[config.mk]
export PLATFORM = sky130hd
export DESIGN_NAME = fb_combiner_flat
export DESIGN_NICKNAME = d
export VERILOG_FILES = /design/src/rtl/fb_combiner_if.sv /design/src/rtl/fb_combiner.sv /design/src/flat_wrapper.sv
export SDC_FILE = /design/constraint.sdc
export NUM_CORES = 1
export LEC_CHECK = 0
export BUFFER_PORTS_ARGS = -buffer_cell sky130_fd_sc_hd__buf_4
export CORE_MARGIN = 2
export CORE_UTILIZATION = 49
export CTS_CLUSTER_SIZE = 24
export DETAILED_ROUTE_END_ITERATION = 10
export PLACE_DENSITY_LB_ADDON = 0.1
export SETUP_SLACK_MARGIN = 0.5
export SLEW_MARGIN = 10
export SYNTH_ARGS = -nofsm -noshare
export SYNTH_HDL_FRONTEND = slang
export SYNTH_SLANG_ARGS = --single-unit
[constraint.sdc]
create_clock -name clk -period 5.8 [get_ports clk]
set_clock_uncertainty 0.15 [all_clocks]
set_input_delay 0.29 -clock clk [delete_from_list [all_inputs] [get_ports clk]]
set_output_delay 0.29 -clock clk [all_outputs]
set_load 0.005 [all_outputs]
[src/rtl/fb_combiner_if.sv]
// Bus bundle for fb_combiner: channel products, control strobes and DAC/overflow results.
// slave is the combiner side; master is whoever drives the feedback path.
interface fb_combiner_if #(
  parameter int NCH    = 4,
  parameter int IN_W   = 15,
  parameter int CORR_W = 13,
  parameter int OUT_W  = 13,
  parameter int SLEW_W = 8
);
  logic                       store_strb;
  logic                       out_cond;
  logic [NCH*IN_W-1:0]        ch_in;
  logic [NCH-1:0]             ch_en;
  logic [NCH-1:0]             ch_oflow;
  logic signed [CORR_W-1:0]   banana_corr;
  logic                       const_dac_en;
  logic signed [OUT_W-1:0]    const_dac;
  logic                       oflow_clr;
  logic [SLEW_W-1:0]          slew_max;
  logic signed [OUT_W-1:0]    fb_sgnl;
  logic                       fb_valid;
  logic                       oflow;
  logic                       oflow_sticky;
  logic [15:0]                sat_count;

  modport master (
    output store_strb, out_cond, ch_in, ch_en, ch_oflow, banana_corr,
           const_dac_en, const_dac, oflow_clr, slew_max,
    input  fb_sgnl, fb_valid, oflow, oflow_sticky, sat_count
  );

  modport slave (
    input  store_strb, out_cond, ch_in, ch_en, ch_oflow, banana_corr,
           const_dac_en, const_dac, oflow_clr, slew_max,
    output fb_sgnl, fb_valid, oflow, oflow_sticky, sat_count
  );
endinterface

[src/rtl/fb_combiner.sv]
// Feedback combiner: masked channel sum plus banana correction through a registered adder tree,
// saturated to the DAC word. Define FB_SLEW_LIMIT_EN to ramp the output to zero when the store window closes.
module fb_combiner #(
  parameter int NCH    = 4,
  parameter int IN_W   = 15,
  parameter int CORR_W = 13,
  parameter int OUT_W  = 13,
  parameter int SLEW_W = 8
) (
  input  logic        clk,
  input  logic        rst,
  fb_combiner_if.slave bus
);
  localparam int LVL   = $clog2(NCH + 1);
  localparam int NP    = 1 << LVL;
  localparam int SUM_W = ((IN_W > CORR_W) ? IN_W : CORR_W) + LVL;
  localparam int OMAX  = (1 << (OUT_W - 1)) - 1;
  localparam int OMIN  = -(1 << (OUT_W - 1));

`ifdef FB_SLEW_LIMIT_EN
  typedef enum logic [1:0] {IDLE, RUN, RAMP} state_t;
`else
  typedef enum logic [1:0] {IDLE, RUN} state_t;
`endif

  logic signed [SUM_W-1:0] leaf_d [NP];
  logic signed [SUM_W-1:0] tree [2*NP-1];
  logic [LVL:0]            cond_pipe;
  logic [LVL:0]            ofl_pipe;
  logic signed [OUT_W-1:0] sat_val_d, sat_val;
  logic                    sat_d, sat_flag, cond_s, ofl_s;
  state_t                  state, state_d;
  logic signed [OUT_W-1:0] fb_q, fb_d;
  logic                    valid_q, valid_d, oflow_q, oflow_d, sticky_q, sticky_d;
  logic [15:0]             count_q, count_d;
  logic                    sat_eff;

  // Tree leaves: masked channels, then the correction, then zero padding up to a power of two.
  for (genvar g = 0; g < NP; g++) begin : g_leaf
    if (g < NCH) begin : g_ch
      assign leaf_d[g] = bus.ch_en[g] ? SUM_W'($signed(bus.ch_in[g*IN_W +: IN_W])) : '0;
    end else if (g == NCH) begin : g_corr
      assign leaf_d[g] = SUM_W'(bus.banana_corr);
    end else begin : g_pad
      assign leaf_d[g] = '0;
    end
  end

  // Heap layout: node n has children 2n+1 and 2n+2, leaves sit at NP-1 and up, root is node 0.
  always_ff @(posedge clk) begin
    for (int i = 0; i < NP; i++) tree[NP-1+i] <= leaf_d[i];
    for (int n = 0; n < NP - 1; n++) tree[n] <= tree[2*n+1] + tree[2*n+2];
  end

  always_ff @(posedge clk) begin
    if (rst) begin
      cond_pipe <= '0;
      ofl_pipe  <= '0;
      cond_s    <= 1'b0;
    end else begin
      cond_pipe <= {cond_pipe[LVL-1:0], bus.out_cond};
      ofl_pipe  <= {ofl_pipe[LVL-1:0], |(bus.ch_oflow & bus.ch_en)};
      cond_s    <= cond_pipe[LVL];
    end
  end

  always_comb begin
    sat_d     = 1'b0;
    sat_val_d = OUT_W'(tree[0]);
    if (tree[0] > SUM_W'(OMAX)) begin
      sat_d     = 1'b1;
      sat_val_d = OUT_W'(OMAX);
    end else if (tree[0] < SUM_W'(OMIN)) begin
      sat_d     = 1'b1;
      sat_val_d = OUT_W'(OMIN);
    end
  end

  always_ff @(posedge clk) begin
    sat_val  <= sat_val_d;
    sat_flag <= sat_d;
    ofl_s    <= ofl_pipe[LVL];
  end

`ifdef FB_SLEW_LIMIT_EN
  int  ramp_cur, ramp_mag, ramp_step, ramp_move, ramp_next;
  logic ramp_done;

  always_comb begin
    ramp_cur  = int'(fb_q);
    ramp_mag  = (ramp_cur < 0) ? -ramp_cur : ramp_cur;
    ramp_step = (bus.slew_max == '0) ? 1 : int'(bus.slew_max);
    ramp_move = (ramp_mag < ramp_step) ? ramp_mag : ramp_step;
    ramp_next = (ramp_cur > 0) ? ramp_cur - ramp_move : ramp_cur + ramp_move;
    ramp_done = (ramp_mag <= ramp_step);
  end
`else
  logic unused_slew;
  assign unused_slew = ^bus.slew_max;
`endif

  always_comb begin
    state_d  = state;
    fb_d     = fb_q;
    valid_d  = 1'b0;
    oflow_d  = oflow_q;
    sticky_d = sticky_q;
    count_d  = count_q;
    sat_eff  = sat_flag & ~bus.const_dac_en;
    if (bus.oflow_clr) begin
      sticky_d = 1'b0;
      count_d  = '0;
    end
    case (state)
      IDLE: begin
        fb_d = '0;
        if (bus.store_strb) state_d = RUN;
      end
      RUN: begin
        if (!bus.store_strb) begin
`ifdef FB_SLEW_LIMIT_EN
          state_d = RAMP;
`else
          state_d = IDLE;
          fb_d    = '0;
`endif
        end else if (cond_s) begin
          fb_d    = bus.const_dac_en ? bus.const_dac : sat_val;
          valid_d = 1'b1;
          oflow_d = sat_eff | ofl_s;
          // A set in the same cycle as a clear wins, so the count restarts at one.
          if (oflow_d) sticky_d = 1'b1;
          if (sat_eff && count_d != 16'hFFFF) count_d = count_d + 16'd1;
        end
      end
`ifdef FB_SLEW_LIMIT_EN
      RAMP: begin
        if (bus.store_strb) begin
          state_d = RUN;
        end else begin
          fb_d = OUT_W'(ramp_next);
          if (ramp_done) state_d = IDLE;
        end
      end
`endif
      default: begin
        state_d = IDLE;
        fb_d    = '0;
      end
    endcase
  end

  always_ff @(posedge clk) begin
    if (rst) begin
      state    <= IDLE;
      fb_q     <= '0;
      valid_q  <= 1'b0;
      oflow_q  <= 1'b0;
      sticky_q <= 1'b0;
      count_q  <= '0;
    end else begin
      state    <= state_d;
      fb_q     <= fb_d;
      valid_q  <= valid_d;
      oflow_q  <= oflow_d;
      sticky_q <= sticky_d;
      count_q  <= count_d;
    end
  end

  assign bus.fb_sgnl      = fb_q;
  assign bus.fb_valid     = valid_q;
  assign bus.oflow        = oflow_q;
  assign bus.oflow_sticky = sticky_q;
  assign bus.sat_count    = count_q;
endmodule

[src/flat_wrapper.sv]
// flat-port wrapper written by rule: the top's interface ports become plain ports
module fb_combiner_flat 
#(
  parameter int NCH    = 4,
  parameter int IN_W   = 15,
  parameter int CORR_W = 13,
  parameter int OUT_W  = 13,
  parameter int SLEW_W = 8
)
  (clk, rst, bus_store_strb, bus_out_cond, bus_ch_in, bus_ch_en, bus_ch_oflow, bus_banana_corr, bus_const_dac_en, bus_const_dac, bus_oflow_clr, bus_slew_max, bus_fb_sgnl, bus_fb_valid, bus_oflow, bus_oflow_sticky, bus_sat_count);
  fb_combiner_if #(.NCH(NCH), .IN_W(IN_W), .CORR_W(CORR_W), .OUT_W(OUT_W), .SLEW_W(SLEW_W)) bus_i ();
  input  logic clk;
  input  logic rst;
  input wire logic [$bits(bus_i.store_strb)-1:0] bus_store_strb;
  input wire logic [$bits(bus_i.out_cond)-1:0] bus_out_cond;
  input wire logic [$bits(bus_i.ch_in)-1:0] bus_ch_in;
  input wire logic [$bits(bus_i.ch_en)-1:0] bus_ch_en;
  input wire logic [$bits(bus_i.ch_oflow)-1:0] bus_ch_oflow;
  input wire logic [$bits(bus_i.banana_corr)-1:0] bus_banana_corr;
  input wire logic [$bits(bus_i.const_dac_en)-1:0] bus_const_dac_en;
  input wire logic [$bits(bus_i.const_dac)-1:0] bus_const_dac;
  input wire logic [$bits(bus_i.oflow_clr)-1:0] bus_oflow_clr;
  input wire logic [$bits(bus_i.slew_max)-1:0] bus_slew_max;
  output wire logic [$bits(bus_i.fb_sgnl)-1:0] bus_fb_sgnl;
  output wire logic [$bits(bus_i.fb_valid)-1:0] bus_fb_valid;
  output wire logic [$bits(bus_i.oflow)-1:0] bus_oflow;
  output wire logic [$bits(bus_i.oflow_sticky)-1:0] bus_oflow_sticky;
  output wire logic [$bits(bus_i.sat_count)-1:0] bus_sat_count;
  assign bus_i.store_strb = bus_store_strb;
  assign bus_i.out_cond = bus_out_cond;
  assign bus_i.ch_in = bus_ch_in;
  assign bus_i.ch_en = bus_ch_en;
  assign bus_i.ch_oflow = bus_ch_oflow;
  assign bus_i.banana_corr = bus_banana_corr;
  assign bus_i.const_dac_en = bus_const_dac_en;
  assign bus_i.const_dac = bus_const_dac;
  assign bus_i.oflow_clr = bus_oflow_clr;
  assign bus_i.slew_max = bus_slew_max;
  assign bus_fb_sgnl = bus_i.fb_sgnl;
  assign bus_fb_valid = bus_i.fb_valid;
  assign bus_oflow = bus_i.oflow;
  assign bus_oflow_sticky = bus_i.oflow_sticky;
  assign bus_sat_count = bus_i.sat_count;
  fb_combiner #(.NCH(NCH), .IN_W(IN_W), .CORR_W(CORR_W), .OUT_W(OUT_W), .SLEW_W(SLEW_W)) u_core (.clk(clk), .rst(rst), .bus(bus_i));
endmodule
==> impl_metrics.toml, run 1 <==
[cts]
ctsResizeCount = 0
cts_tree = "yes"
numCtsBuffers = 24
clockBufferDepth = 3
hold_buffers = 150
clk_pin_slew_worst_paths_ps = 60
cts_setup_buffers = 0
insertion_delay_ps = 510
cts_root_buffer = "clkbuf_16"
htree_num_levels = 1
cts.sinks = 228

[grt]
grt_usage = 0.187
antenna_found_initial = 0
overflow = 0
grt_max_degree = 32
grt_pass1_wl_um = 28500
grt_pass1_vias = 6285

[setup_path]
crit_buf_inv = 0
cp_top_family = "compound AO/OA/AOI/OAI gates"
cp-start-kind = "flip-flop"
cp_max_fo = 4
cp_slowest_cell = "fa_1"
crit_cells = 9
cp_data_required_time_ps = 6050
crit_chain = "ha_1, fa_1, a21o_1, a21oi_2, a21oi_1, a311o_1, a31o_1, a21o_1, xnor2_1"
reg2regPathDepth = 9
cp-end-kind = "flip-flop"
crit_arrival_ps = 2930
critical_path_class = "flip-flop to flip-flop"
cpPeakStageDelay_ps = 410
cp_common_cell = "a21o_1"

[sta]
finalSetupViolCount = 0
fmax_mhz = 373
relSlewSlack = 0.335
fin_crit_ps = 2680
hold_viol = 0
timing.final.crit_share = 0.462
tns_ps = 0
slew_viol_final = 0
worstMarginPinSlew_ps = 996
rsz0062_at_grt = "false"

[power_and_ir_drop]
combinationalPowerShare = 0.237
p_int_mw = 3.23
seqPwrFrac = 0.435
clockPowerShare = 0.328
power.switching_mw = 1.20
ir_worst_vdd_mv = 0.253
p_sw_frac = 0.271
power.total_mw = 4.43
leakage_nw = 5.53
power_density_nw_per_um2 = 362

[synthesis]
yosysUniqueCellTypes = 58
ys_ff_latch = 228
avgSynthCellArea_um2 = 10.7
synth_edf_count = 0
yosys-top-cells-area = "dfxtp_1, ha_1, xnor2_1, and2_1, nor2_1"
synthCells = 825
netlist_area_um2 = 8790
synthesis.nets = 1003
yosys_warnings = 0
synth-main-ff-cell = "dfxtp_1"
yosysTopAreaCell = "dfxtp_1"
ys_async_sr_fraction = 0
yosysTopAreaCellShare = 0.519
yosysMostFrequentCell = "dfxtp_1"
synth-seq-area-share = 0.519
synthTopCellsByCount = "dfxtp_1, ha_1, nor2_1"

[floorplanning]
dieArea_um2 = 19000
core_area_um2 = 17400
start_util = 0.505
dieHeight_um = 138
fp-row-count = 48
chipWidth_um = 138
boundaryPins = 140

[finish]
design_area_um2 = 12200
final_nets = 1292
drive_above_1_share = 0.164
num-fill-cells = 1289
synthToLayoutAreaGrowth_pct = 39.3
n_antenna_cell = 0
register_area_um2 = 4560
multi_input_area_um2 = 4040

[detailed_routing]
avgViaCountPerCell = 4.82
routed_wirelength_um = 17400
dr.pass1.iters = 4
vias = 6540
wire_per_inst_um = 12.8
drc = 0
dr.first_iter.drc_count = 139
ant_nets = 0

[flow_run]
drv_cap = 0

[hold_path]
hold_class = "primary input to flip-flop"
holdPathStages = 4

[placed_design]
place.gp.congestion = 0.927
dp_hpwl_um = 11000
portBuffers = 131
placed_cell_area_um2 = 9980

[status]
outcome = "complete, no violations"
## final timing paths
path	start	slack (ps)	end
max	u_core.tree[1][18]	3120	u_core.tree[0][86]
min	bus_oflow_clr	90	u_core.bus.sat_count[3]
max reg2reg	u_core.tree[1][18]	3120	u_core.tree[0][86]
min reg2reg	u_core.tree[0][107]	170	u_core.tree[0][53]
## cell type report
cell class              instances  area share
flip-flops and latches        228       0.373
inverters                      28     0.00858
clock inverters                14     0.00848
repair buffers                282       0.204
clock buffers                  29      0.0540
well taps                     225      0.0230
multi-input cells             550       0.330
## flip-flops by register name (all words and copies together), names as in the netlist
register and cells:
u_core.sat_val 13, u_core.state 1, u_core.cond_pipe 4, u_core.ofl_pipe 4, u_core.ofl_s 1, u_core.bus.fb_sgnl 13
u_core.bus.sat_count 16, u_core.sat_flag 1, u_core.bus.fb_valid 1, u_core.tree 171, u_core.cond_s 1, u_core.bus.oflow 1
u_core.bus.oflow_sticky 1
## routing by layer
metal / part of all wire / track usage / vias to the layer above
li1: - / - / 3431
met1: 0.43 / 0.215 / 2934
met2: 0.50 / 0.344 / 144
met3: 0.047 / 0.0358 / 31
met4: 0.025 / 0.0641 / 0
met5: 0 / 0 / -
## worst reg2reg max path, cell delays in order (launching register included)
cell and delay, ps:
dfxtp_1 300, ha_1 230, fa_1 410, a21o_1 180, a21oi_2 190, a21oi_1 160, a311o_1 410, a31o_1 220
a21o_1 200, xnor2_1 120
## logic make-up (layout without fill, tap and decap cells)
family	count (synthesis)	count (layout)	share of synthesized area
buffers and inverters	47	353	0.0215
AOI/OAI and AO/OA	172	172	0.134
muxes	14	14	0.0159
and+or+nand+nor	225	225	0.138
adders and majority gates	70	70	0.103
DFF	228	228	0.519
xor gates and xnor gates	69	69	0.0688
## power groups by stage
stage | Combinational, mW | Sequential (mW) | Clock [mW]
finish | 1.05 | 1.93 | 1.45
global route | 1.20 | 1.95 | 1.56
CTS | 1.05 | 1.93 | 1.49
detailed placement | 0.967 | 1.96 | 0
global placement | 0.957 | 1.96 | 0
floorplan | 0.776 | 1.93 | 0
## cell usage in the layout (no fill, tap or decap), drive strengths merged, types with 14 or more instances in the layout
cell and count:
nor2b 20, ha 66, a211oi 21, xnor2 46
dlygate4sd3 150, nor2 63, o21ai 25, dfxtp 228
o21a 23, mux2i 14, nand2 28, inv 28
a21o 18, and2 61, a21oi 41, buf 132
xor2 23, clkbuf 29
## per-stage QoR
step | std cells | setup WS, ps | hold slack [ps] | utilization
2_1_floorplan | 825 | 3300 | 160 | -
3_3_place_gp | 1163 | 3130 | 161 | 0.573
3_5_place_dp | 1163 | 3150 | 162 | 0.573
4_1_cts | 1356 | 3130 | 5.78 | 0.703
5_1_grt | 1356 | 2970 | 82.4 | 0.703
6_report | 1356 | 3120 | 89.3 | 0.703
(Power assumes the default switching activity.)
==> run 2, diff against run 1 <==
==> constraint.sdc (replaced) <==
create_clock -name clk -period 2.5 [get_ports clk]
set_clock_uncertainty 0.15 [all_clocks]
set_input_delay 0.125 -clock clk [delete_from_list [all_inputs] [get_ports clk]]
set_output_delay 0.125 -clock clk [all_outputs]
set_load 0.005 [all_outputs]
==> run 2 against run 1 <==
  * First-iteration DRC count is 3.6% higher
  * Setup slack worse by 3000 ps
  * Core utilization is 6.9 points higher
  * Fmax is 14% higher
  * Worst hold slack worse by 4.7 ps
  * Clock-buffer cell count is 10 higher
  * Routed wire length is 17% higher
  * Clock power is 150% higher
  * Final cell count is 4.6% higher
  * Die area stayed put
  * Register-to-register slack worse by 3000 ps
  * Critical path depth stayed put
  * Critical endpoint unchanged
  * Largest cell class unchanged
==> impl_metrics.toml, run 2 (same netlist as run 1, synthesis figures left out) <==
[status]
outcome = "complete, no violations"

[setup_path]
crit_arrival_ps = 2600
cp-start-kind = "flip-flop"
critical_path_class = "flip-flop to flip-flop"
cp-end-kind = "flip-flop"
crit_chain = "ha_4, fa_2, a21o_1, a21oi_2, a21oi_2, a311o_1, a31o_1, a21o_1, xnor2_1"
cp_data_required_time_ps = 2740
cp_max_fo = 2
cp_slowest_cell = "a311o_1"
cpPeakStageDelay_ps = 360

[power_and_ir_drop]
leakage_nw = 5.95
power_density_nw_per_um2 = 838
ir_worst_vdd_mv = 0.573
power.total_mw = 11.3

[floorplanning]
start_util = 0.505
fp-row-count = 48
chipWidth_um = 138
dieHeight_um = 138
boundaryPins = 140
dieArea_um2 = 19000
core_area_um2 = 17400

[finish]
final_nets = 1354
num-fill-cells = 1082
top_register = "u_core.tree"
synthToLayoutAreaGrowth_pct = 52.9
n_antenna_cell = 0
mostFrequentLayoutCells = "dfxtp_1, buf_4, dlygate4sd3_1"
final_common_cell = "dfxtp_1"
largest_reg_flops = 171
drive_above_1_share = 0.277

[placed_design]
portBuffers = 131
place.gp.congestion = 0.871
pre_cts_slack_ps = 144
dp_hpwl_um = 11400

[detailed_routing]
drc = 0
ant_nets = 0
dr.pass1.iters = 6
dr.first_iter.drc_count = 144
avgViaCountPerCell = 4.93
wire_per_inst_um = 14.3
vias = 6991
routed_wirelength_um = 20300

[grt]
grt_usage = 0.206
antenna_found_initial = 0
overflow = 0
grt_max_degree = 31
grt_pass1_wl_um = 31800
grt_pass1_vias = 7049

[flow_run]
drv_cap = 0

[cts]
cts_root_buffer = "clkbuf_16"
clockBufferDepth = 3
cts_tree = "yes"
numCtsBuffers = 24
clk_pin_slew_worst_paths_ps = 60
cts.sinks = 228
insertion_delay_ps = 510
htree_num_levels = 1

[sta]
worstMarginPinSlew_ps = 549
rsz0062_at_grt = "true"
fmax_mhz = 424
fin_crit_ps = 2360
finalSetupViolCount = 0
timing.final.crit_share = 0.943
hold_viol = 0
relSlewSlack = 0.634
worst_slack_ps = 143
slew_viol_final = 0
tns_ps = 0

[hold_path]
hold_class = "primary input to flip-flop"
## run 2: worst paths after layout
kind / slack [ps] / from / endpoint / depth (start not counted)
worst max register to register: 140 / u_core.tree[1][18] / u_core.tree[0][86] / 9
worst max-delay path: 140 / u_core.tree[1][18] / u_core.tree[0][86] / 9
worst min-delay path: 80 / bus_ch_oflow[1] / u_core.ofl_pipe[0] / 3
worst min register to register: 170 / u_core.tree[1][62] / u_core.tree[0][98] / 0
## run 2: through the flow
step           std cells  area [µm²]  hold WS [ps]  utilization
2_1_floorplan        825        8890          2.72            -
3_3_place_gp        1168       10100          80.1        0.581
3_5_place_dp        1168       10100          80.8        0.581
4_1_cts             1405       13000          82.3        0.748
5_1_grt             1418       13400          35.4        0.772
6_report            1418       13400          84.6        0.772
## run 2: repair_timing
action,CTS,global route
setup buffers,33,14
endpoints found under the setup margin,39,49
resized for setup,45,67
hold buffers,161,0
endpoints found under the hold margin,114,0
pin swaps,50,51
## run 2: worst max-delay path: cells and delay by family, from the launching register on
family | cells | cell delay (ps)
XOR/XNOR | 1 | 120
flip-flops | 1 | 330
AO/OA/AOI/OAI | 6 | 1150
adder cells (fa/ha/maj) | 2 | 490
## run 2: layer usage
metal | vias to the layer above | global-route usage | share of wire
li1 | 3547 | - | -
met5 | - | 0 | 0
met1 | 3250 | 0.231 | 0.41
met4 | 0 | 0.0629 | 0.026
met3 | 32 | 0.0318 | 0.038
met2 | 162 | 0.398 | 0.52
## run 2: layout make-up
type / count / area (µm²) / area share
multi-input cells: 550 / 4590 / 0.342
well taps: 225 / 282 / 0.0209
repair buffers: 344 / 3040 / 0.226
clock buffers: 39 / 769 / 0.0573
inverters: 28 / 105 / 0.00782
clock inverters: 4 / 56.3 / 0.00419
flip-flops and latches: 228 / 4600 / 0.342
## run 2: report_power, final
part           internal (mW)  switching (mW)  total (mW)
Clock                   2.21            1.37        3.58
Sequential              4.26           0.251        4.51
Combinational           1.68            1.49        3.17
Total                   8.15            3.11        11.3
